$ cat config.mk
export PLATFORM = sky130hd
export DESIGN_NAME = pixel_write_combiner
export DESIGN_NICKNAME = d
export VERILOG_FILES = /design/src/rtl/mandelbrot_pkg.sv /design/src/rtl/word_fifo.sv /design/src/rtl/pixel_write_combiner.sv
export SDC_FILE = /design/constraint.sdc
export NUM_CORES = 1
export LEC_CHECK = 0
export CAP_MARGIN = 20
export CORE_MARGIN = 2
export CORE_UTILIZATION = 31
export CTS_CLUSTER_SIZE = 16
export DETAILED_ROUTE_END_ITERATION = 6
export RECOVER_POWER = 100
export SLEW_MARGIN = 20
export SYNTH_ARGS = -nofsm -noshare
export SYNTH_HDL_FRONTEND = slang
export SYNTH_SLANG_ARGS = --single-unit
export TNS_END_PERCENT = 100
$ cat constraint.sdc
create_clock -name clk -period 3.9 [get_ports clk]
set_input_delay 0.78 -clock clk [delete_from_list [all_inputs] [get_ports clk]]
set_output_delay 0.78 -clock clk [all_outputs]
set_load 0.05 [all_outputs]
$ cat src/rtl/mandelbrot_pkg.sv
// Shared types and widths for the pixel write path into the frame store.
package mandelbrot_pkg;

  localparam int unsigned FS_ADDR_W = 18;
  localparam int unsigned DATA_W    = 32;
  localparam int unsigned LANES     = 4;

  // Combiner FSM states: no open word, open word collecting, open word waiting for a FIFO slot.
  typedef enum logic [1:0] {
    ST_EMPTY = 2'd0,
    ST_OPEN  = 2'd1,
    ST_EVICT = 2'd2
  } comb_state_t;

  // One frame-store word; nbyte is active-low per 8-bit lane.
  typedef struct packed {
    logic [FS_ADDR_W-1:0] addr;
    logic [LANES-1:0]     nbyte;
    logic [DATA_W-1:0]    data;
  } fs_word_t;

  // Overwrite every lane of base whose enable in nbyte is low with the same lane of upd.
  function automatic logic [DATA_W-1:0] merge_lanes(input logic [DATA_W-1:0] base,
                                                    input logic [DATA_W-1:0] upd,
                                                    input logic [LANES-1:0]  nbyte);
    logic [DATA_W-1:0] r;
    r = base;
    for (int unsigned i = 0; i < LANES; i++) begin
      if (!nbyte[i]) r[8*i +: 8] = upd[8*i +: 8];
    end
    return r;
  endfunction

endpackage

$ cat src/rtl/word_fifo.sv
// Small synchronous FIFO of completed words; power-of-two depth, wrapping pointers.
module word_fifo #(
  parameter int unsigned DEPTH = 4,
  parameter int unsigned WIDTH = 8
) (
  input  logic             clk,
  input  logic             rst_n,
  input  logic             push,
  input  logic             pop,
  input  logic [WIDTH-1:0] din,
  output logic [WIDTH-1:0] dout,
  output logic             full,
  output logic             empty
);

  localparam int unsigned PTR_W = $clog2(DEPTH);
  localparam int unsigned CNT_W = $clog2(DEPTH) + 1;

  logic [WIDTH-1:0] mem [DEPTH];
  logic [PTR_W-1:0] wr_ptr;
  logic [PTR_W-1:0] rd_ptr;
  logic [CNT_W-1:0] count;
  logic             do_push;
  logic             do_pop;

  // A pop frees a slot in the same cycle, so full-and-popping still accepts a push.
  assign do_pop  = pop && !empty;
  assign do_push = push && (!full || do_pop);
  assign full    = (count == CNT_W'(DEPTH));
  assign empty   = (count == '0);
  assign dout    = mem[rd_ptr];

  // Storage array; contents are only observed while the FIFO is non-empty.
  always_ff @(posedge clk) begin
    if (do_push) mem[wr_ptr] <= din;
  end

  // Pointer and occupancy bookkeeping.
  always_ff @(posedge clk or negedge rst_n) begin
    if (!rst_n) begin
      wr_ptr <= '0;
      rd_ptr <= '0;
      count  <= '0;
    end else begin
      if (do_push) wr_ptr <= wr_ptr + PTR_W'(1);
      if (do_pop)  rd_ptr <= rd_ptr + PTR_W'(1);
      unique case ({do_push, do_pop})
        2'b10:   count <= count + CNT_W'(1);
        2'b01:   count <= count - CNT_W'(1);
        default: count <= count;
      endcase
    end
  end

endmodule

$ cat src/rtl/pixel_write_combiner.sv
// Gathers byte-lane pixel writes to the same frame-store word into one open word,
// then queues completed words for the frame store.
module pixel_write_combiner
  import mandelbrot_pkg::*;
#(
  parameter int unsigned FIFO_DEPTH   = 4,
  parameter int unsigned IDLE_TIMEOUT = 16
) (
  input  logic                 clk,
  input  logic                 rst_n,
  input  logic                 de_req,
  output logic                 de_ack,
  input  logic [FS_ADDR_W-1:0] de_addr,
  input  logic [LANES-1:0]     de_nbyte,
  input  logic [DATA_W-1:0]    de_data,
  input  logic                 drawing_busy,
  output logic                 fs_req,
  input  logic                 fs_ack,
  output logic [FS_ADDR_W-1:0] fs_addr,
  output logic [LANES-1:0]     fs_nbyte,
  output logic [DATA_W-1:0]    fs_data,
  output logic                 idle
);

  localparam int unsigned CNT_W = $clog2(IDLE_TIMEOUT + 1);

  comb_state_t      state_q, state_d;
  fs_word_t         ow_q, ow_d;
  fs_word_t         load_word;
  fs_word_t         head;
  logic [CNT_W-1:0] cnt_q, cnt_d;
  logic [CNT_W-1:0] idle_next;
  logic             ready;
  logic             push;
  logic             pop;
  logic             fifo_full;
  logic             fifo_empty;
  logic             full_eff;

  assign load_word = '{addr: de_addr, nbyte: de_nbyte, data: merge_lanes('0, de_data, de_nbyte)};
  assign pop       = fs_ack && !fifo_empty;
  assign full_eff  = fifo_full && !pop;
  assign idle_next = cnt_q + CNT_W'(1);

  word_fifo #(
    .DEPTH (FIFO_DEPTH),
    .WIDTH ($bits(fs_word_t))
  ) u_fifo (
    .clk   (clk),
    .rst_n (rst_n),
    .push  (push),
    .pop   (pop),
    .din   (ow_q),
    .dout  (head),
    .full  (fifo_full),
    .empty (fifo_empty)
  );

  // Next state, open-word update, idle counting and the push strobe.
  // A completed open word always leaves before any further pixel is considered,
  // so a completing pixel never merges with a following one.
  always_comb begin
    state_d = state_q;
    ow_d    = ow_q;
    cnt_d   = cnt_q;
    push    = 1'b0;
    ready   = 1'b0;
    unique case (state_q)
      ST_EMPTY: begin
        ready = 1'b1;
        if (de_req) begin
          ow_d    = load_word;
          cnt_d   = '0;
          state_d = ST_OPEN;
        end
      end
      ST_OPEN: begin
        if (ow_q.nbyte == '0) begin
          if (full_eff) begin
            state_d = ST_EVICT;
          end else begin
            push    = 1'b1;
            cnt_d   = '0;
            state_d = ST_EMPTY;
          end
        end else if (de_req && (de_addr == ow_q.addr)) begin
          ready      = 1'b1;
          ow_d.nbyte = ow_q.nbyte & de_nbyte;
          ow_d.data  = merge_lanes(ow_q.data, de_data, de_nbyte);
          cnt_d      = '0;
        end else if (de_req) begin
          if (full_eff) begin
            state_d = ST_EVICT;
          end else begin
            ready = 1'b1;
            push  = 1'b1;
            ow_d  = load_word;
            cnt_d = '0;
          end
        end else if (!drawing_busy || (idle_next == CNT_W'(IDLE_TIMEOUT))) begin
          if (full_eff) begin
            state_d = ST_EVICT;
          end else begin
            push    = 1'b1;
            cnt_d   = '0;
            state_d = ST_EMPTY;
          end
        end else begin
          cnt_d = idle_next;
        end
      end
      ST_EVICT: begin
        if (!full_eff) begin
          push    = 1'b1;
          cnt_d   = '0;
          state_d = ST_EMPTY;
        end
      end
      default: state_d = ST_EMPTY;
    endcase
  end

  // State, open word and idle counter registers.
  always_ff @(posedge clk or negedge rst_n) begin
    if (!rst_n) begin
      state_q <= ST_EMPTY;
      ow_q    <= '{addr: '0, nbyte: '1, data: '0};
      cnt_q   <= '0;
    end else begin
      state_q <= state_d;
      ow_q    <= ow_d;
      cnt_q   <= cnt_d;
    end
  end

  // No handshake completes while held in reset.
  assign de_ack   = de_req && ready && rst_n;
  assign fs_req   = !fifo_empty;
  assign fs_addr  = fs_req ? head.addr  : '0;
  assign fs_nbyte = fs_req ? head.nbyte : '1;
  assign fs_data  = fs_req ? head.data  : '0;
  assign idle     = (state_q == ST_EMPTY) && fifo_empty;

endmodule

==> results of run 1 <==
report_power, final:
part	internal (mW)	switching [mW]	total [mW]
Combinational	1.92	3.15	5.07
Clock	1.47	1.11	2.58
Sequential	4.37	0.625	5.00
state kept, by name, summed over array words and instances, names as in the netlist:
name	cells
cnt_q	5
ow_q	54
state_q	2
u_fifo.count	3
u_fifo.mem	216
u_fifo.rd_ptr	2
u_fifo.wr_ptr	2
worst max-delay path: cells and delay by family (launching register included):
family / cells / cell delay, ns
buffers and inverters: 2 / 1.02
flip-flops: 1 / 0.70
multiplexers: 1 / 0.51
AND/OR/NAND/NOR: 1 / 0.16
area by class of cell:
type                       instances  area [sq um]
clock inverter                    11          63.8
sequential                       284          8200
tap                              468           586
clock buffer                      45           828
fill                            3392         22500
inverter                          14          52.6
timing repair buffer             149          1280
multi-input combinational        303          3100
antenna                            2          5.00
through the flow:
step	utilization (%)	setup slack [ns]	hold slack (ns)	cells	power (mW)
global route	38.5	0.0296	0.546	1274	13.3
detailed placement	36.6	0.261	0.497	1218	10.5
global placement	36.6	0.327	0.485	1218	10.4
CTS	39.1	0.0989	0.174	1274	13.1
finish	38.6	0.176	0.523	1276	12.6
floorplan	-	0.432	0.469	623	8.55
path summary, 6_finish.rpt:
check / endpoint / slack, ns / cells after the start
worst max-delay path: fs_data[7] / 0.18 / 4
worst min-delay path: u_fifo.mem[0][0]$_DFFE_PP_ / 0.52 / 0
worst max register to register: u_fifo.mem[1][3]$_DFFE_PP_ / 0.33 / 9
worst min register to register: u_fifo.mem[0][0]$_DFFE_PP_ / 0.52 / 0
max in group asynchronous: u_fifo.rd_ptr[0]$_DFFE_PN0P_ / 1.01 / 2
min in group asynchronous: ow_q[43]$_DFFE_PN0P_ / 0.74 / 1
per-layer routing:
layer,part of all wire [%],global-route usage [%],up-vias
met5,0.064,0,-
met4,1.4,3.06,2
met3,4.6,2.43,32
met2,49,21.8,120
met1,45,18.0,3162
li1,-,-,2787
placed cells by master (no fill, tap or decap), types with 5 or more instances in the layout:
master           instances
nor2_1                   8
mux2_1                   8
a22o_1                  32
clkbuf_4                 9
nand3_1                  6
clkbuf_16               31
clkbuf_1                33
and2_0                  10
clkinv_1                 5
nand2_1                 13
dfrtp_1                 62
mux2_2                  10
ha_1                    11
xnor2_1                  5
dlygate4sd3_1           23
o21ai_0                  8
edfxtp_1               216
mux4_2                  54
a21oi_1                 14
and2_1                  44
xor2_1                  20
clkbuf_2                 7
buf_4                   20
nand4_1                  6
inv_1                   13
clkdlybuf4s50_1         68
logic make-up after synthesis:
family	Yosys count	synth area share [%]
AND/OR/NAND/NOR	116	6.12
XOR/XNOR	25	1.90
multiplexers	77	13.1
buffers and inverters	36	1.48
AO/OA/AOI/OAI	73	4.78
adder cells (fa/ha/maj)	12	1.37
flip-flops	284	71.2
==> run metrics, run 1 <==
final count of hold timing violations 0; power density relative to cell area 895 mW/mm^2; post-synthesis instance total 623; Pre-Repair DR Iteration Count 6; setup violators final 0; largest voltage drop on the vdd net 0.000376 V; proportion of netlist area held by the largest area contributor 56.4%; full die area 0.0387 sq mm; post-detailed-route via-to-cell ratio 4.78; initial drt markers 477; horizontal die dimension 197 microns; violated checks capacitance limit, slew limit; CTS Buf Count 30; total of max-cap violations 1; highest-delay cell along the critical path dlygate4sd3_1; starting density of the core 31.4%; synth unique cells 56; Post-Synthesis Net Count 694; Ports 116; antenna violations before repair 2; via count of the first global-routing pass 6,360; Design Area, Final 0.0141 sq mm; total core area 0.0366 sq mm; Area Growth Syn to Fin 22.7%; global router's overall resource usage 13.1%; clk_skew 0.0110 ns; origin of the critical flop-to-flop path cnt_q[0]$_DFFE_PN0P_; critical path peak fanout 20; static leakage power 5.00 nW; DP Wirelength 16.1 mm; transition at the pin with the smallest max-transition slack 1.86 ns; post-synthesis cell type with the largest combined area edfxtp_1; number of gates resized after CTS 0; sum of overflow across all layers after global routing 0; Hold Crit Start ow_q[0]$_DFFE_PN0P_; global-route wire length before repair 38.4 mm; most frequent cell after synthesis edfxtp_1; total via count after detailed routing 6,103; post-detailed-placement cell area 0.0134 sq mm; number of nets still failing antenna checks after routing 0; cells traversed along the worst timing path buf_12 > mux4_2 > and2_1 > dlygate4sd3_1; Mapped Avg Cell Area 18.5 sq um; final layout net count 853; Worst path max stage delay 0.75 ns; unrepaired setup endpoints after global routing no; startpoint of the worst setup timing path u_fifo.rd_ptr[0]$_DFFE_PN0P_; cells taking the most area after synthesis edfxtp_1, dfrtp_1, mux4_2; path type of the worst min-delay path reg -> reg; Longest Clk Path Bufs 3; layout cells sized above 1 19.7%; share of synthesized registers carrying an async set or reset 23.9%; relative max-transition margin -24.3%; arrival time at the worst endpoint 2.94 ns; count of final max-slew check failures 30; top cells by instance count after synthesis edfxtp_1, dfrtp_1, and2_1; peak clock frequency supported by timing 269 MHz; number of enable-type register cells in the synthesized netlist 216; CTS H-Tree Depth 1; CTS tree built; post-synth design cell area 0.0115 sq mm; critical path required time 3.12 ns; clk sinks 284; leading register cell type out of synthesis edfxtp_1; post-CTS setup-driven buffer insertion count 0; Hold Buf Count CTS 0; clock-pin transition on the worst setup and hold timing paths 0.06 ns; startpoint kind of the worst setup timing path flip-flop; number of warnings reported in the yosys synthesis log 0; total negative slack for setup checks 0 ns; classification of the worst setup path reg -> out; floorplan row count 70; routed length per instance 19.7 microns; IO Port Bufs 115; Chip Height 197 microns; source-to-sink clock delay at the later pin of the worst-skew pair 0.55 ns; outcome finished, violations left; Critical Path End Type output port; maximum number of pins on one net before global-route repair 44; clock tree root driver cell clkbuf_16; routability congestion estimate 0.805; synthesized flop and latch total 284; number of remaining DRC errors 0; final cycle utilization of the critical path 95.5%; shortest period the worst path allows 3.72 ns; sequential element share of the synthesized area 71.2%; total routed wirelength 25.1 mm
Note: power is estimated with default switching activity, not from simulation.
==> run 2, diff against run 1 <==
==> constraint.sdc (replaced) <==
create_clock -name clk -period 3.54 [get_ports clk]
set_input_delay 0.708 -clock clk [delete_from_list [all_inputs] [get_ports clk]]
set_output_delay 0.708 -clock clk [all_outputs]
set_load 0.05 [all_outputs]
==> run 2 against run 1 <==
  * The run ends with capacitance limit left
  * Hold slack got worse by 0.18 ns
  * Clock skew fell by 0.0042 ns
  * Power rose by 11%
  * Non-clock buffer count rose by 5
  * Sequential share of layout area fell by 0.057 points
  * Critical path type unchanged
==> run metrics, run 2 (same netlist as run 1, synthesis figures left out) <==
Hold Buf Count CTS 0; CTS tree built; Longest Clk Path Bufs 3; transition at the pin with the smallest max-transition slack 1.50 ns; final layout net count 857; Area Growth Syn to Fin 22.9%; global router's overall resource usage 13.0%; static leakage power 5.10 nW; biggest regs u_fifo.mem: 216 flops, ow_q: 54 flops, cnt_q: 5 flops; most frequent standard cell in the layout excluding fill and tap cells edfxtp_1; initial drt markers 385; commonest cells after routing, fill and taps aside edfxtp_1, dfrtp_1, clkdlybuf4s50_1; outcome finished, violations left; arrival time at the worst endpoint 2.70 ns; violated checks capacitance limit; layout cells sized above 1 25.9%; final count of hold timing violations 0; final critical-path setup slack 0.129 ns; power density relative to cell area 990 mW/mm^2; routability congestion estimate 0.782; register with the most flip-flops u_fifo.mem; antenna violations before repair 0; Critical Path End Type output port; post-detailed-route via-to-cell ratio 4.75; relative max-transition margin 0.273%; path type of the worst min-delay path in -> async; total routed wirelength 24.9 mm; number of remaining DRC errors 0; critical path peak fanout 14; DP Wirelength 15.9 mm; Chip Height 197 microns; classification of the worst setup path reg -> out; shortest period the worst path allows 3.41 ns; global-route wire length before repair 38.1 mm; maximum number of pins on one net before global-route repair 54; source-to-sink clock delay at the later pin of the worst-skew pair 0.54 ns; clock-pin transition on the worst setup and hold timing paths 0.06 ns; number of nets still failing antenna checks after routing 0; worst hold slack after final layout 0.339 ns; starting density of the core 31.4%; via count of the first global-routing pass 6,419; Pre-Repair DR Iteration Count 4; startpoint kind of the worst setup timing path flip-flop; setup violators final 0; floorplan row count 70; critical path required time 2.83 ns; unrepaired setup endpoints after global routing no; clock tree root driver cell clkbuf_16; total core area 0.0366 sq mm; count of final max-slew check failures 0; CTS Buf Count 29; n_diodes 0; horizontal die dimension 197 microns; total negative slack for setup checks 0 ns; CTS H-Tree Depth 1; number of flip-flops in the largest register 216; IO Port Bufs 115; Util after Layout 38.6%; Design Area, Final 0.0141 sq mm; largest voltage drop on the vdd net 0.000390 V; clk_skew 0.00678 ns; peak clock frequency supported by timing 293 MHz; Ports 116; worst setup slack before clock tree synthesis 0.0163 ns; total via count after detailed routing 6,057; full die area 0.0387 sq mm; post-CTS setup-driven buffer insertion count 0; final cycle utilization of the critical path 96.3%; sum of overflow across all layers after global routing 0; clk sinks 284; total of max-cap violations 1; count of filler cells inserted in the layout 3,401; post-detailed-placement cell area 0.0134 sq mm; routed length per instance 19.5 microns
run 2: final timing paths:
| kind | from | to | slack (ns) | cells after the start |
|---|---|---|---|---|
| max reg2reg | cnt_q[0]$_DFFE_PN0P_ | u_fifo.mem[2][7]$_DFFE_PP_ | 0.35 | 9 |
| min in group clk | u_fifo.count[2]$_DFFE_PN0P_ | u_fifo.count[2]$_DFFE_PN0P_ | 0.52 | 1 |
| max in group asynchronous | rst_n | u_fifo.rd_ptr[0]$_DFFE_PN0P_ | 0.99 | 2 |
| max | u_fifo.rd_ptr[0]$_DFFE_PN0P_ | fs_nbyte[2] | 0.13 | 3 |
| min | rst_n | ow_q[44]$_DFFE_PN0P_ | 0.34 | 1 |
| min reg2reg | u_fifo.count[2]$_DFFE_PN0P_ | u_fifo.count[2]$_DFFE_PN0P_ | 0.52 | 1 |
run 2: worst max-delay path, stage by stage (launching register included):
cell and delay [ns]:
dfrtp_4 0.61, mux4_2 0.53, or2_2 0.31, clkdlybuf4s50_1 0.71
run 2: per-stage QoR:
| stage | std cells | power, mW |
|---|---|---|
| after floorplan | 623 | 9.42 |
| after global placement | 1223 | 11.4 |
| after detailed placement | 1223 | 11.5 |
| after CTS | 1276 | 14.5 |
| after global routing | 1276 | 14.7 |
| final | 1276 | 14.0 |
run 2: where the power goes:
part,switching (mW),internal (mW),total [mW]
combinational,3.48,2.05,5.53
sequential,0.670,4.81,5.48
clock,1.21,1.77,2.98
total,5.36,8.63,14.0
run 2: repair_timing:
action | 4_1_cts | 5_1_grt
gates cloned | 0 | 0
pin swaps | 0 | 1
endpoints found under the hold margin | 0 | 0
endpoints found under the setup margin | 1 | 3
resized for setup | 1 | 4
run 2: metal layers:
metal / routed length, microns / vias to the layer above / track usage (%)
li1: - / 2781 / -
met1: 11200 / 3115 / 17.8
met2: 12100 / 125 / 21.8
met3: 1140 / 36 / 2.09
met4: 454 / 0 / 3.29
met5: 0 / - / 0
run 2: layout make-up:
type	instances	area [sq um]	share of cell area, %
timing repair buffer	154	1250	8.83
inverter	14	52.6	0.372
multi-input combinational	303	3110	22.0
tap	468	586	4.14
clock inverter	12	110	0.779
clock buffer	41	831	5.88
sequential	284	8200	58.0
==> run 3, diff against run 2 <==
--- a/config.mk
+++ b/config.mk
@@ -6,7 +6,7 @@
 export NUM_CORES = 1
 export LEC_CHECK = 0
 export CAP_MARGIN = 20
-export CORE_MARGIN = 2
+export CORE_MARGIN = 4
 export CORE_UTILIZATION = 31
 export CTS_CLUSTER_SIZE = 16
 export DETAILED_ROUTE_END_ITERATION = 6
@@ -14,5 +14,6 @@
 export SLEW_MARGIN = 20
 export SYNTH_ARGS = -nofsm -noshare
 export SYNTH_HDL_FRONTEND = slang
+export SYNTH_HIERARCHICAL = 1
 export SYNTH_SLANG_ARGS = --single-unit
 export TNS_END_PERCENT = 100
==> run 3 against run 2 <==
  * The flow now finishes without violations
  * Fmax rose by 0.76%
  * Clock skew increased by 0.012 ns
  * Synthesized cell count is 1.6% higher
  * Critical path depth is 6 higher
  * Die area up 5.5%
==> run metrics, run 3 <==
worst hold slack after final layout 0.515 ns; synthesized flop and latch total 284; register with the most flip-flops u_fifo/mem; critical path peak fanout 2; layout cells sized above 1 21.4%; post-CTS setup-driven buffer insertion count 0; count of filler cells inserted in the layout 3,387; number of instances on the worst hold path 0; area used by multi-input combinational logic 0.00323 sq mm; floorplan row count 70; routability congestion estimate 0.764; initial drt markers 354; final count of hold timing violations 0; biggest regs u_fifo/mem: 216 flops, ow_q: 54 flops, cnt_q: 5 flops; power density relative to cell area 994 mW/mm^2; Hold Crit Start ow_q[7]$_DFFE_PN0P_; Post-Synthesis Net Count 703; worst setup slack before clock tree synthesis -0.178 ns; post-synthesis cell type with the largest combined area edfxtp_1; register cell area after layout 0.00820 sq mm; total of max-cap violations 0; DP Wirelength 16.9 mm; transition at the pin with the smallest max-transition slack 1.22 ns; post-detailed-placement cell area 0.0138 sq mm; placed cells 1,266; number of cells in the finished layout apart from fillers 1,323; post-detailed-route via-to-cell ratio 4.65; Area Growth Syn to Fin 25.1%; Mapped Avg Cell Area 18.4 sq um; final layout net count 865; Pre-Repair DR Iteration Count 5; origin of the critical flop-to-flop path cnt_q[0]$_DFFE_PN0P_; met3 routed wirelength 1.30 mm; reg-to-reg critical path endpoint u_fifo/mem[1][12]$_DFFE_PP_; full die area 0.0408 sq mm; CTS tree built; critical path required time 2.83 ns; CTS H-Tree Depth 1; cells taking the most area after synthesis edfxtp_1, dfrtp_1, mux4_2; total core area 0.0369 sq mm; peak clock frequency supported by timing 295 MHz; Chip Height 202 microns; shortest period the worst path allows 3.39 ns; final cycle utilization of the critical path 95.6%; count of final max-slew check failures 0; clk sinks 284; total routed wirelength 25.6 mm; sum of overflow across all layers after global routing 0; Metal-1 WL 11.2 mm; Tot Pwr 14.5 mW; via count of the first global-routing pass 6,426; arrival time at the worst endpoint 2.68 ns; starting density of the core 31.6%; maximum number of pins on one net before global-route repair 35; static leakage power 5.30 nW; clk_skew 0.0191 ns; unrepaired setup endpoints after global routing no; number of remaining DRC errors 0; met2 routed wirelength 12.6 mm; largest voltage drop on the vdd net 0.000362 V; clock tree root driver cell clkbuf_16; global router's overall resource usage 12.4%; Design Area, Final 0.0146 sq mm; most frequent cell after synthesis edfxtp_1; number of warnings reported in the yosys synthesis log 6; startpoint kind of the worst setup timing path input pin; number of nets still failing antenna checks after routing 0; n_diodes 0; Critical Path End Type output port; path type of the worst min-delay path reg -> reg; number of flip-flops in the largest register 216; relative max-transition margin 18.5%; total via count after detailed routing 6,147; CTS Buf Count 30; depth of the worst register-to-register path 10; top cells by instance count after synthesis edfxtp_1, dfrtp_1, mux4_2; global-route wire length before repair 39.3 mm; post-synth design cell area 0.0117 sq mm; setup violators final 0; setup slack, reg-to-reg 0.27 ns; Longest Clk Path Bufs 3; synth unique cells 63; source-to-sink clock delay at the later pin of the worst-skew pair 0.55 ns; routed length per instance 19.3 microns; commonest cells after routing, fill and taps aside edfxtp_1, dfrtp_1, clkdlybuf4s50_1; proportion of netlist area held by the largest area contributor 55.6%; most frequent standard cell in the layout excluding fill and tap cells edfxtp_1; sequential element share of the synthesized area 70.2%; antenna violations before repair 1; post-synthesis instance total 633; number of enable-type register cells in the synthesized netlist 216; IO Port Bufs 115; share of synthesized registers carrying an async set or reset 23.9%; worst min-delay path endpoint u_fifo/mem[0][7]$_DFFE_PP_; horizontal die dimension 202 microns; leading register cell type out of synthesis edfxtp_1; final critical-path setup slack 0.155 ns; clock-pin transition on the worst setup and hold timing paths 0.06 ns; outcome complete, no violations; highest routing layer actually used met5; classification of the worst setup path in -> out; Ports 116
-- run 3: per-layer routing --
| metal | vias up | GRT usage [%] |
|---|---|---|
| li1 | 2826 | - |
| met1 | 3158 | 16.6 |
| met2 | 127 | 20.9 |
| met3 | 34 | 2.71 |
| met4 | 2 | 2.49 |
| met5 | - | 0 |
-- run 3: timing repair --
action	CTS	global route
hold buffers	1	0
endpoints found under the hold margin	4	0
resized for setup	48	2
setup endpoints to repair	47	1
-- run 3: worst max path at each step --
stage                                startpoint                     endpoint  depth (start not counted)
floorplan                           de_addr[16]  u_fifo/count[1]$_DFFE_PN0P_                         13
global placement                    de_addr[17]  u_fifo/count[1]$_DFFE_PN0P_                         14
detailed placement                  de_addr[17]  u_fifo/count[1]$_DFFE_PN0P_                         14
CTS                 u_fifo/count[2]$_DFFE_PN0P_                       de_ack                          7
global route                        de_addr[17]                       de_ack                          9
finish                              de_addr[17]                       de_ack                          9
-- run 3: logic make-up after synthesis --
| logic type | count (synthesis) | share of synthesized area, % |
|---|---|---|
| AO/OA/AOI/OAI | 79 | 6.17 |
| XOR/XNOR | 24 | 1.80 |
| adder cells (fa/ha/maj) | 11 | 1.24 |
| buffers and inverters | 45 | 1.79 |
| flip-flops | 284 | 70.2 |
| multiplexers | 76 | 12.6 |
| AND/OR/NAND/NOR | 114 | 6.16 |
-- run 3: power breakdown --
part           leakage, nW  internal, mW  switching (mW)
sequential            2.83          4.71           0.617
clock                0.501          1.91            1.27
combinational         1.97          2.22            3.78
total                 5.30          8.84            5.66
-- run 3: per-stage QoR --
step	setup TNS, ns	util, %
finish	0	39.6
global route	0	39.6
CTS	0	40.0
detailed placement	-0.247	37.3
global placement	-0.102	37.3
floorplan	0	-
-- run 3: final cells by class --
cell class | instances | share of cell area, %
flip-flops and latches | 284 | 56.2
repair buffers | 156 | 9.89
multi-input cells | 304 | 22.1
inverters | 19 | 0.523
clock inverters | 20 | 1.46
well taps | 504 | 4.32
clock buffers | 36 | 5.51
-- run 3: worst max-delay path: stages --
cell,delay (ns)
clkdlybuf4s50_1,0.58
xnor2_1,0.16
buf_4,0.13
nand4_1,0.18
nor4_4,0.28
nand2_1,0.11
a21oi_1,0.17
o211a_1,0.17
clkbuf_8,0.18
